`config.mk`:
```
export PLATFORM = sky130hd
export DESIGN_NAME = wb_gpio_irq
export DESIGN_NICKNAME = d
export VERILOG_FILES = /design/src/rtl/wb_gpio_irq.sv
export SDC_FILE = /design/constraint.sdc
export NUM_CORES = 1
export LEC_CHECK = 0
export BUFFER_PORTS_ARGS = -buffer_cell sky130_fd_sc_hd__buf_2
export CORE_MARGIN = 3
export CORE_UTILIZATION = 40
export CTS_BUF_LIST = sky130_fd_sc_hd__clkbuf_2 sky130_fd_sc_hd__clkbuf_4 sky130_fd_sc_hd__clkbuf_8
export DETAILED_ROUTE_END_ITERATION = 8
export HOLD_SLACK_MARGIN = 0.1
export PLACE_DENSITY = 0.65
export SLEW_MARGIN = 20
export SYNTH_ARGS = -nofsm -noshare
export SYNTH_HDL_FRONTEND = slang
export SYNTH_SLANG_ARGS = --single-unit
```
`constraint.sdc`:
```
create_clock -name i_clk -period 2.38 [get_ports i_clk]
set_clock_uncertainty 0.05 [all_clocks]
set_input_delay 0.119 -clock i_clk [delete_from_list [all_inputs] [get_ports i_clk]]
set_output_delay 0.119 -clock i_clk [all_outputs]
set_load 0.005 [all_outputs]
```
`src/rtl/wb_gpio_irq.sv`:
```
// Wishbone GPIO block: WIDTH pads with input synchronisers, push-pull/open-drain
// output control and sticky per-pin edge interrupts.
module wb_gpio_irq #(
    parameter int WIDTH       = 8,
    parameter int SYNC_STAGES = 2
) (
    input  logic             i_clk,
    input  logic             i_rst,
    input  logic [2:0]       i_wb_adr,
    input  logic [31:0]      i_wb_dat,
    input  logic [3:0]       i_wb_sel,
    input  logic             i_wb_we,
    input  logic             i_wb_cyc,
    input  logic             i_wb_stb,
    output logic [31:0]      o_wb_rdt,
    output logic             o_wb_ack,
    input  logic [WIDTH-1:0] i_gpio,
    output logic [WIDTH-1:0] o_gpio,
    output logic [WIDTH-1:0] o_gpio_oe,
    output logic             o_irq
);

    localparam logic [2:0] SETTLE = 3'(SYNC_STAGES + 1);

    logic [WIDTH-1:0] out_q, dir_q, od_q, ien_q, iedge_q, istat_q, prev_q;
    logic [WIDTH-1:0] sync_q [SYNC_STAGES];
    logic [2:0]       settle_cnt;
    logic             settled, req, wr;
    logic [WIDTH-1:0] wm, wd, s, rise, fall, evt, clr;
    logic [31:0]      rdata;
    logic             unused_bits;

    // Upper data bits and byte lanes beyond WIDTH are intentionally ignored.
    assign unused_bits = ^{i_wb_dat, i_wb_sel};

    always_comb begin
        wm = '0;
        for (int b = 0; b < WIDTH; b++) wm[b] = i_wb_sel[b/8];
    end

    assign wd      = i_wb_dat[WIDTH-1:0] & wm;
    assign req     = i_wb_cyc & i_wb_stb & ~o_wb_ack;
    assign wr      = req & i_wb_we;
    assign s       = sync_q[SYNC_STAGES-1];
    assign settled = (settle_cnt == SETTLE);
    assign rise    = s & ~prev_q;
    assign fall    = ~s & prev_q;
    assign evt     = settled ? ((iedge_q & fall) | (~iedge_q & rise)) : '0;
    assign clr     = (wr && i_wb_adr == 3'd6) ? wd : '0;

    always_comb begin
        rdata = '0;
        case (i_wb_adr)
            3'd0:    rdata[WIDTH-1:0] = s;
            3'd1:    rdata[WIDTH-1:0] = out_q;
            3'd2:    rdata[WIDTH-1:0] = dir_q;
            3'd3:    rdata[WIDTH-1:0] = od_q;
            3'd4:    rdata[WIDTH-1:0] = ien_q;
            3'd5:    rdata[WIDTH-1:0] = iedge_q;
            3'd6:    rdata[WIDTH-1:0] = istat_q;
            default: rdata = '0;
        endcase
    end

    always_ff @(posedge i_clk) begin
        if (i_rst) begin
            out_q      <= '0;
            dir_q      <= '0;
            od_q       <= '0;
            ien_q      <= '0;
            iedge_q    <= '0;
            istat_q    <= '0;
            prev_q     <= '0;
            settle_cnt <= '0;
            o_wb_ack   <= 1'b0;
            o_wb_rdt   <= '0;
            for (int i = 0; i < SYNC_STAGES; i++) sync_q[i] <= '0;
        end else begin
            sync_q[0] <= i_gpio;
            for (int i = 1; i < SYNC_STAGES; i++) sync_q[i] <= sync_q[i-1];
            prev_q   <= s;
            if (!settled) settle_cnt <= settle_cnt + 3'd1;
            o_wb_ack <= req;
            o_wb_rdt <= req ? rdata : '0;
            // Event set takes priority over a same-cycle W1C.
            istat_q  <= (istat_q & ~clr) | evt;
            if (wr) begin
                case (i_wb_adr)
                    3'd1:    out_q   <= (out_q   & ~wm) | wd;
                    3'd2:    dir_q   <= (dir_q   & ~wm) | wd;
                    3'd3:    od_q    <= (od_q    & ~wm) | wd;
                    3'd4:    ien_q   <= (ien_q   & ~wm) | wd;
                    3'd5:    iedge_q <= (iedge_q & ~wm) | wd;
                    default: ;
                endcase
            end
        end
    end

    assign o_gpio    = out_q & ~od_q;
    assign o_gpio_oe = dir_q & ~(od_q & out_q);
    assign o_irq     = |(istat_q & ien_q);

endmodule

```
Word level (Yosys, flattened, before mapping)
Memories as Yosys holds them, arrays and structs flattened.
Index checks and enable logic that the tools add are counted.

storage, ports and cells
  flip-flop bits (word level) = 92
  bits in latches = 0
  RAM bits = 16
  bits in read-only memories = 0
  input port bits = 52
  output and inout bits = 50
  memories = 1

memory list
  memory  words  bits a word  read ports  clocked after Yosys merged registers in  wr ports  line  source
  sync_q  2      8            2           0                                        2         26    logic [WIDTH-1:0] sync_q [SYNC_STAGES];

cells by class
  $add $sub $neg = 1
  multipliers = 0
  divide/modulo/power cells = 0
  magnitude comparators = 0
  equal/unequal tests = 7
  shift-type cells = 0
  mux-type cells = 8
  bitwise operators = 36
  reductions and logical operators = 9

operator list
  operator                                              count
  AND 8 bit                                             15
  NOT 8 bit                                             7
  bitwise OR 8 bit                                      7
  case mux 8 bit (7 select lines)                       1
  two-way mux 8 bit                                     4
  AND reduction 2 bit                                   5
  equality test 3 x 2 -> 1 bit (second input constant)  3
  equality test 3 bit (second input constant)           3
  OR reduction 8 bit                                    1
  adder 3 x 1 -> 3 bit (second input constant)          1
  AND 1 bit                                             3
  equality test 3 x 1 -> 1 bit (second input constant)  1
  logical NOT 3 bit                                     1
  two-way mux 1 bit                                     3
  NOT 1 bit                                             2
  bitwise OR 1 bit                                      2
  OR reduction 2 bit                                    1
  logical AND 1 bit                                     1

Logic depth before layout (Yosys ltp)
Gate-level depths: netlist of run 1.

  depth after elaboration = 8
  depth in mapped cells = 6
  mapped depth without buffers = 5

Worst setup path after synthesis of run 1
OpenSTA, ideal clock, no wires.

  kind = register to register
  start = register o_wb_ack
  end = register (tool-made name)
  data arrival time = 1.395 ns
  required time = 2.202 ns
  path slack = 0.807 ns
  cell stages (with the launch flop) = 5
  buffers on the path = 0
  period minus slack after synthesis = 1.573 ns
  cells stage by stage = dfxtp_1 > nand3b_4 > nor4_4 > mux2i_1 > nor2_1

RTL lines
  what                    line  source
  from (decl)             16    output logic o_wb_ack,
  from (signal assigned)  83    o_wb_ack <= req;

==> impl_metrics.csv, run 1 <==
group,metric,value,unit
run,drv_cap,0,
setup_path,critPathRequiredTime,2.56,ns
clock_network,ctsHoldBuffers,16,
setup_path,cp_slowest_cell,"nor4_4",
drt,drc,0,
timing,period_share,71.8,%
setup_path,critPathLaunchType,"flip-flop",
yosys,synth_cell_types,40,
placed_design,place_hpwl,5980,um
timing,worstMarginPinSlew,0.601,ns
placed_design,io_buffers,50,
setup_path,setup.worst_path.end_class,"flip-flop",
global_routing,overflow,0,
die,die_area,10700,sq um
drt,avgViaCountPerCell,4.83,
drt,antenna_left,0,
setup_path,cp.arrival,1.89,ns
timing,tns,0,ns
yosys,syn-mean-instance-area,9.76,sq um
global_routing,grt_max_degree,32,
clock_network,cts_setup_buffers,0,
placed_design,pre_cts_slack,0.547,ns
final_layout,multi_input_area,1900,sq um
placed_design,numPlacedInstances,556,
clock_network,clk_pin_slew_worst_paths,0.08,ns
yosys,ys_ff_latch,84,
final_layout,finalInstanceArea,4510,sq um
yosys,synthArstFlopShare,0,%
clock_network,clock_latency,0.34,ns
final_layout,layout_common_cells,"dfxtp_1, nor2_1, mux2i_1",
drt,drt_wl_total,8260,um
drt,first_pass_iters,5,
worst_hold_path,worstHoldStart,"i_wb_stb",
timing,fin_crit,1.71,ns
final_layout,mostFrequentLayoutCell,"dfxtp_1",
final_layout,layout.nets,511,
yosys,yosys_warnings,0,
clock_network,cts_max_level,3,
final_layout,drive_gt1_share,19.1,%
setup_path,reg2reg_slack,0.67,ns
worst_hold_path,hold_class,"in2reg",
setup_path,setup.worst_path.start,"o_wb_ack",
drt,routedWlPerCell,14.1,um
die,io_pins,102,
setup_path,worstSetupPathType,"reg2reg",
pwr,power_density,643,nW/um^2
yosys,synth_edf_count,0,
yosys,synthesis.area,3800,sq um
drt,first_iter_violations,100,
timing,setup_slack,0.672,ns
timing,rsz0062_at_grt,"no",
pwr,ir_drop,0.000288,V
yosys,synth_flop_cell,"dfxtp_1",
drt,vias,2834,
run_status,outcome,"finished clean",
setup_path,slowest_delay,0.46,ns
die,die_y,103,um
setup_path,r2r_start,"o_wb_ack",
die,die_w,103,um
timing,slew-limit-headroom,59.9,%
die,rows,34,
clock_network,cts_sinks,84,
global_routing,grt_pass1_vias,2636,
global_routing,track_usage,16.1,%
pwr,power,2.90,mW
final_layout,syn2layout_area_growth,18.7,%
final_layout,seq_area,1680,sq um
timing,setup_violations,0,
timing,hold_violations,0,
timing,slew_violations,0,
clock_network,cts_tree,"yes",
clock_network,root_buffer,"clkbuf_8",
global_routing,grt_pass1_wl,13200,um
final_layout,final_cells,587,
setup_path,path_cells,"nand3b_4 > nor4_4 > buf_4 > mux2i_1 > nor2_1",
global_routing,antenna_found_initial,0,
placed_design,gp_congestion,0.842,
die,core,8980,sq um
yosys,yosysSeqAreaShare,44.3,%
final_layout,diodes,0,
final_layout,fill_cells,828,
yosys,syn_inst,389,
placed_design,place_area,4110,sq um
clock_network,cts_resized,0,
die,start_util,42.3,%
clock_network,cts_max_path_buffers,2,
pwr,power_leakage,1.76,nW
clock_network,cts_inserted_buffers,9,
timing,fmax,585,MHz
setup_path,cp_max_fo,6,
==> cell families after synthesis <==
kind of cell	synth area share (%)
XOR/XNOR	0.231
adder cells (fa/ha/maj)	0.659
AND/OR/NAND/NOR	19.3
multiplexers	14.6
flip-flops	44.3
other	0.0988
AO/OA/AOI/OAI	12.7
buffers and inverters	8.07
==> Yosys cell counts, types with 3 or more instances <==
cell | instances | area [sq um]
a211o_1 | 9 | 78.8
a21boi_0 | 8 | 60.1
a21oi_1 | 17 | 85.1
a22oi_1 | 12 | 90.1
a31oi_1 | 6 | 37.5
a32oi_1 | 3 | 26.3
buf_2 | 6 | 30.0
buf_4 | 24 | 180
clkbuf_1 | 9 | 33.8
dfxtp_1 | 84 | 1680
inv_1 | 10 | 37.5
mux2_2 | 3 | 33.8
mux2i_1 | 51 | 510
nand2_1 | 3 | 11.3
nor2_1 | 52 | 195
nor2b_1 | 43 | 269
nor3b_1 | 8 | 60.1
nor4_4 | 4 | 85.1
o21ai_1 | 8 | 40.0
o22a_1 | 5 | 43.8
==> power by group <==
| group | leakage [nW] | switching [mW] | internal (mW) |
|---|---|---|---|
| sequential | 0.682 | 0.0200 | 1.44 |
| clock | 0.119 | 0.488 | 0.732 |
| combinational | 0.961 | 0.131 | 0.0901 |
==> worst max-delay path, delay by kind of cell, from the launching register on <==
| kind | cells | cell delay (ns) |
|---|---|---|
| flops | 1 | 0.33 |
| buf+inv | 1 | 0.25 |
| simple gates | 3 | 0.77 |
| mux | 1 | 0.19 |
==> final cells by class <==
cell class / instances / area share, %
multi-input combinational: 275 / 42.2
sequential: 84 / 37.3
timing repair buffer: 75 / 10.6
tap: 126 / 3.50
clock buffer: 11 / 3.22
clock inverter: 4 / 2.16
inverter: 12 / 1.05
==> metal layers <==
layer / share of wire, % / vias to the layer above / track usage (%) / wire (um)
met5: 0 / - / 0 / 0
met1: 49 / 1292 / 23.3 / 4090
met2: 44 / 99 / 24.3 / 3640
li1: - / 1437 / - / -
met4: 0.52 / 0 / 3.98 / 43
met3: 5.9 / 6 / 3.42 / 487
==> per-stage QoR <==
step | util (%) | hold WS, ns
floorplan | - | 0.153
global placement | 45.7 | 0.279
detailed placement | 45.7 | 0.281
CTS | 50.2 | 0.134
global route | 50.2 | 0.134
finish | 50.2 | 0.138
==> path summary, 6_finish.rpt <==
kind / to / depth (start not counted)
min reg2reg: sync_q[0][12] / 1
max reg2reg: flip-flop / 5
min: o_wb_ack / 3
max: flip-flop / 5
(Power assumes the default switching activity.)
==> run 2, diff against run 1 <==
- clock period: 2.38 -> 1.7 ns (I/O delays scaled with it)
==> impl_metrics.csv, run 2 (same netlist as run 1, synthesis figures left out) <==
group,metric,value,unit
run_status,outcome,"finished clean",
final_layout,diodes,0,
final_layout,multi_input_area,1900,sq um
die,die_w,103,um
clock_network,cts_resized,0,
final_layout,layout.nets,523,
clock_network,cts_max_level,3,
run,drv_cap,0,
setup_path,critPathRequiredTime,1.89,ns
drt,avgViaCountPerCell,4.82,
clock_network,cts_max_path_buffers,2,
global_routing,overflow,0,
final_layout,fill_cells,842,
setup_path,setup.worst_path.end_class,"flip-flop",
timing,fmax,657,MHz
timing,hold_violations,0,
pwr,ir_drop,0.000379,V
setup_path,critPathLaunchType,"flip-flop",
global_routing,track_usage,16.4,%
setup_path,worstSetupPathType,"reg2reg",
drt,drt_wl_total,8300,um
clock_network,cts_sinks,84,
die,rows,34,
global_routing,antenna_found_initial,0,
drt,vias,2886,
setup_path,cp.arrival,1.71,ns
setup_path,cp_max_fo,8,
final_layout,syn2layout_area_growth,20.4,%
clock_network,cts_inserted_buffers,9,
placed_design,gp_congestion,0.911,
clock_network,ctsHoldBuffers,18,
global_routing,grt_max_degree,37,
die,die_y,103,um
placed_design,place_hpwl,6140,um
clock_network,cts_setup_buffers,0,
die,core,8980,sq um
die,start_util,42.3,%
setup_path,cp_slowest_cell,"dfxtp_1",
setup_path,critPathTopFamily,"simple AND/OR/NAND/NOR gates",
pwr,power,3.79,mW
die,io_pins,102,
final_layout,layout_common_cells,"dfxtp_1, nor2_1, mux2i_1",
final_layout,postLayoutCoreUtil,50.9,%
global_routing,grt_pass1_wl,13700,um
setup_path,slowest_delay,0.33,ns
timing,rsz0062_at_grt,"no",
timing,tns,0,ns
timing,slew_violations,0,
timing,period_share,89.5,%
placed_design,io_buffers,50,
pwr,power_density,829,nW/um^2
setup_path,path_cells,"nand3b_4 > nor4_4 > buf_4 > mux2i_1 > nor2_1",
setup_path,cp_num_buf_inv,1,
pwr,power_leakage,1.81,nW
global_routing,grt_pass1_vias,2746,
clock_network,clk_pin_slew_worst_paths,0.08,ns
clock_network,cts_tree,"yes",
final_layout,mostFrequentLayoutCell,"dfxtp_1",
die,die_area,10700,sq um
drt,routedWlPerCell,13.9,um
drt,first_pass_iters,4,
drt,antenna_left,0,
clock_network,root_buffer,"clkbuf_8",
timing,setup_violations,0,
drt,drc,0,
worst_hold_path,hold_class,"in2reg",
clock_network,clock_latency,0.35,ns
final_layout,drive_gt1_share,20.7,%
timing,fin_crit,1.52,ns
drt,first_iter_violations,93,
final_layout,seq_area,1680,sq um
==> run 2: cell types whose count changed in the layout (fill, tap and decap cells not counted) <==
cell / before / now
inv_6: 0 / 1
buf_4: 9 / 18
clkinv_4: 0 / 2
buf_12: 0 / 1
clkbuf_4: 1 / 0
clkinvlp_4: 1 / 0
clkinv_2: 0 / 1
dlygate4sd3_1: 16 / 18
bufinv_16: 3 / 1
==> run 2: per-layer routing <==
metal	part of all wire (%)	wire, um	GRT usage, %	vias to the layer above
met1	51	4230	23.6	1331
met4	1.5	121	6.57	0
met2	43	3540	24.2	80
li1	-	-	-	1462
met3	4.9	407	3.09	13
met5	0	0	0	-
==> run 2: worst min-delay path, stage by stage <==
cell	delay [ns]
buf_2	0.21
inv_4	0.11
a21oi_1	0.06
nor2_1	0.08
==> run 2: layout make-up <==
cell class | instances | area share [%]
Inverter | 12 | 1.04
Timing Repair Buffer | 87 | 12.8
Multi-Input combinational cell | 275 | 41.6
Sequential cell | 84 | 36.8
Clock inverter | 5 | 1.34
Clock buffer | 10 | 3.01
Tap cell | 126 | 3.45
==> run 2: per-stage QoR <==
step / instance area, sq um / hold WS [ns] / instances / worst slack (ns)
2_1_floorplan: 3880 / 0.119 / 412 / 0.127
3_3_place_gp: 4190 / 0.246 / 566 / 0.188
3_5_place_dp: 4190 / 0.250 / 566 / 0.163
4_1_cts: 4570 / 0.165 / 599 / 0.184
5_1_grt: 4570 / 0.202 / 599 / 0.0916
6_report: 4570 / 0.185 / 599 / 0.178
==> run 2: power breakdown <==
| group | internal, mW | switching (mW) |
|---|---|---|
| clock network | 0.719 | 0.702 |
| registers | 2.01 | 0.0292 |
| logic | 0.141 | 0.187 |
| total | 2.87 | 0.918 |
==> run 2: worst paths after layout <==
check                      end  slack (ns)  cells past startpoint         start
hold reg to reg   sync_q[0][9]        0.38                      1  sync_q[0][1]
setup reg to reg     flip-flop        0.18                      5      o_wb_ack
hold / removal     o_wb_rdt[2]        0.18                      4   i_wb_adr[0]
setup / recovery     flip-flop        0.18                      5      o_wb_ack
==> run 3, diff against run 2 <==
- ABC_AREA: default -> 1
- HOLD_SLACK_MARGIN: 0.1 -> default
- SETUP_SLACK_MARGIN: default -> 0.5
==> impl_metrics.csv, run 3 <==
group,metric,value,unit
drt,drt_wl_total,11700,um
clock_network,cts_tree,"yes",
placed_design,io_buffers,50,
clock_network,clk_pin_slew_worst_paths,0.09,ns
timing,holdWs,-0.0383,ns
final_layout,mostFrequentLayoutCell,"nor2_1",
clock_network,cts_max_path_buffers,2,
worst_hold_path,hold_class,"in2reg",
placed_design,place_area,4210,sq um
clock_network,clock_latency,0.36,ns
drt,first_pass_iters,5,
drt,drc,0,
setup_path,critPathRequiredTime,1.56,ns
placed_design,gp_congestion,0.856,
run_status,outcome,"finished, violations left",
timing,worstMarginPinSlew,0.580,ns
yosys,yosys.area.top_type,"dfxtp_1",
pwr,swShare,28.2,%
clock_network,root_buffer,"clkbuf_8",
final_layout,syn2layout_area_growth,35.2,%
yosys,yosysSeqAreaShare,43.3,%
drt,avgViaCountPerCell,5.14,
final_layout,layout_common_cells,"nor2_1, dfxtp_1, buf_2",
setup_path,worstSetupPathType,"reg2out",
clock_network,ctsHoldBuffers,14,
clock_network,cts_inserted_buffers,9,
global_routing,antenna_found_initial,0,
yosys,synth_commonest_cells,"nor2_1, dfxtp_1, nand2_1",
yosys,syn_inst,551,
timing,slew-limit-headroom,61.1,%
yosys,synth_flop_cell,"dfxtp_1",
run,drv_cap,0,
final_layout,drive_gt1_share,36.8,%
setup_path,setup.worst_path.end_class,"output port",
clock_network,cts_max_level,3,
yosys,synth.most_common_cell,"nor2_1",
drt,routedWlPerCell,15.3,um
yosys,synth_cell_types,25,
yosys,ys_ff_latch,84,
global_routing,grt_util_met2,34.2,%
drt,vias,3951,
pwr,comb_power_share,12.0,%
pwr,power_leakage,2.34,nW
yosys,syn-mean-instance-area,7.05,sq um
placed_design,place_hpwl,7500,um
timing,rsz0062_at_grt,"yes",
yosys,synthesis.area,3880,sq um
die,core,9330,sq um
global_routing,busiest_layer,"met2",
yosys,yosys_warnings,0,
setup_path,critPathLaunchType,"flip-flop",
yosys,synthArstFlopShare,0,%
yosys,synth_edf_count,0,
yosys,netlist_top_cells_area,"dfxtp_1, nor2_1, nand2_1",
pwr,power_density,732,nW/um^2
pwr,seq_power_share,53.2,%
die,io_pins,102,
global_routing,grt.met3_usage,4.63,%
global_routing,grt_pass1_vias,3606,
global_routing,grt_pass1_wl,18300,um
final_layout,diodes,0,
timing,fmax,712,MHz
global_routing,track_usage,21.3,%
global_routing,overflow,0,
die,start_util,41.6,%
pwr,p_int,2.76,mW
timing,period_share,82.6,%
die,die_w,105,um
yosys,synth_top_area_share,43.3,%
die,rows,35,
setup_path,cp_max_fo,2,
timing,slew_violations,0,
pwr,power.switching,1.09,mW
run_status,violations,"negative hold slack",
die,die_y,105,um
global_routing,met1_usage,27.6,%
timing,tns,0,ns
timing,fin_crit,1.40,ns
global_routing,grt_max_degree,36,
die,die_area,10900,sq um
pwr,power,3.85,mW
timing,hold_violations,1,
drt,antenna_left,0,
setup_path,cp.arrival,1.27,ns
drt,first_iter_violations,336,
final_layout,layout.nets,688,
timing,setup_violations,0,
pwr,p_clk_share,34.8,%
final_layout,finalInstanceArea,5250,sq um
pwr,ir_drop,0.000438,V
clock_network,cts_sinks,84,
==> run 3: cell count changes after synthesis, moves of 8 or more <==
| cell | change |
|---|---|
| nor2_1 | +87 |
| nand2_1 | +63 |
| mux2i_1 | -51 |
| nor2b_1 | -43 |
| o21ai_0 | +42 |
| nand4_1 | +38 |
| inv_1 | +35 |
| a21oi_1 | +17 |
| nand3_1 | +17 |
| a22oi_1 | -12 |
| a211o_1 | -9 |
| nor3b_1 | -8 |
| o21ai_1 | -8 |
==> run 3: power by group through the flow <==
stage	logic (mW)	clock network, mW	registers [mW]
2_1_floorplan	0.272	0	2.08
3_3_place_gp	0.326	0	2.09
5_1_grt	0.506	1.46	2.05
3_5_place_dp	0.337	0	2.09
6_report	0.461	1.34	2.05
4_1_cts	0.425	1.36	2.04
==> run 3: timing repair <==
item	CTS	global route
gates cloned	3	1
setup endpoints to repair	54	68
setup buffers	13	3
gates resized for setup	105	92
hold endpoints to repair	15	1
pin swaps	21	20
==> run 3: path summary, 6_finish.rpt <==
| check | end | startpoint | depth (start not counted) | slack (ns) |
|---|---|---|---|---|
| worst max register to register | istat_q[7] | o_wb_ack | 9 | 0.39 |
| worst min-delay path | o_wb_ack | i_wb_stb | 3 | -0.04 |
| worst max-delay path | o_irq | flip-flop | 5 | 0.30 |
| worst min register to register | sync_q[0][8] | sync_q[0][0] | 2 | 0.35 |
==> run 3: per-layer routing <==
metal | up-vias | part of all wire [%]
li1 | 1921 | -
met2 | 178 | 48
met4 | 0 | 2.5
met1 | 1826 | 42
met3 | 26 | 7.6
met5 | - | 0
==> run 3: cell type report <==
type / instances / area, sq um
fill: 864 / 4080
timing repair buffer: 94 / 684
multi-input combinational: 391 / 2240
clock inverter: 6 / 46.3
tap: 129 / 161
sequential: 84 / 1720
clock buffer: 10 / 138
inverter: 54 / 255
==> run 3: stage by stage <==
step	util [%]	std cells	setup WS (ns)	hold slack (ns)
after floorplan	-	574	0.502	0.142
after global placement	45.1	718	0.206	0.238
after detailed placement	45.1	718	0.156	0.244
after CTS	53.4	764	0.296	-0.0590
after global routing	56.3	768	0.217	-0.0409
final	56.3	768	0.295	-0.0383
==> run 3: logic make-up (layout without fill, tap and decap cells) <==
family	Yosys count	in the layout	synth area share, %
simple gates	274	278	30.9
buf+inv	103	164	13.2
compound gates	87	87	11.9
flops	84	84	43.3
fa+ha+maj	2	2	0.644
other cells	1	24	0.0965
==> run 3: critical path, stage by stage, from the launching register on <==
cell      delay (ns)
dfxtp_2         0.33
nand2_2         0.08
nand2_2         0.06
a221oi_2        0.19
nand2_1         0.11
buf_2           0.14
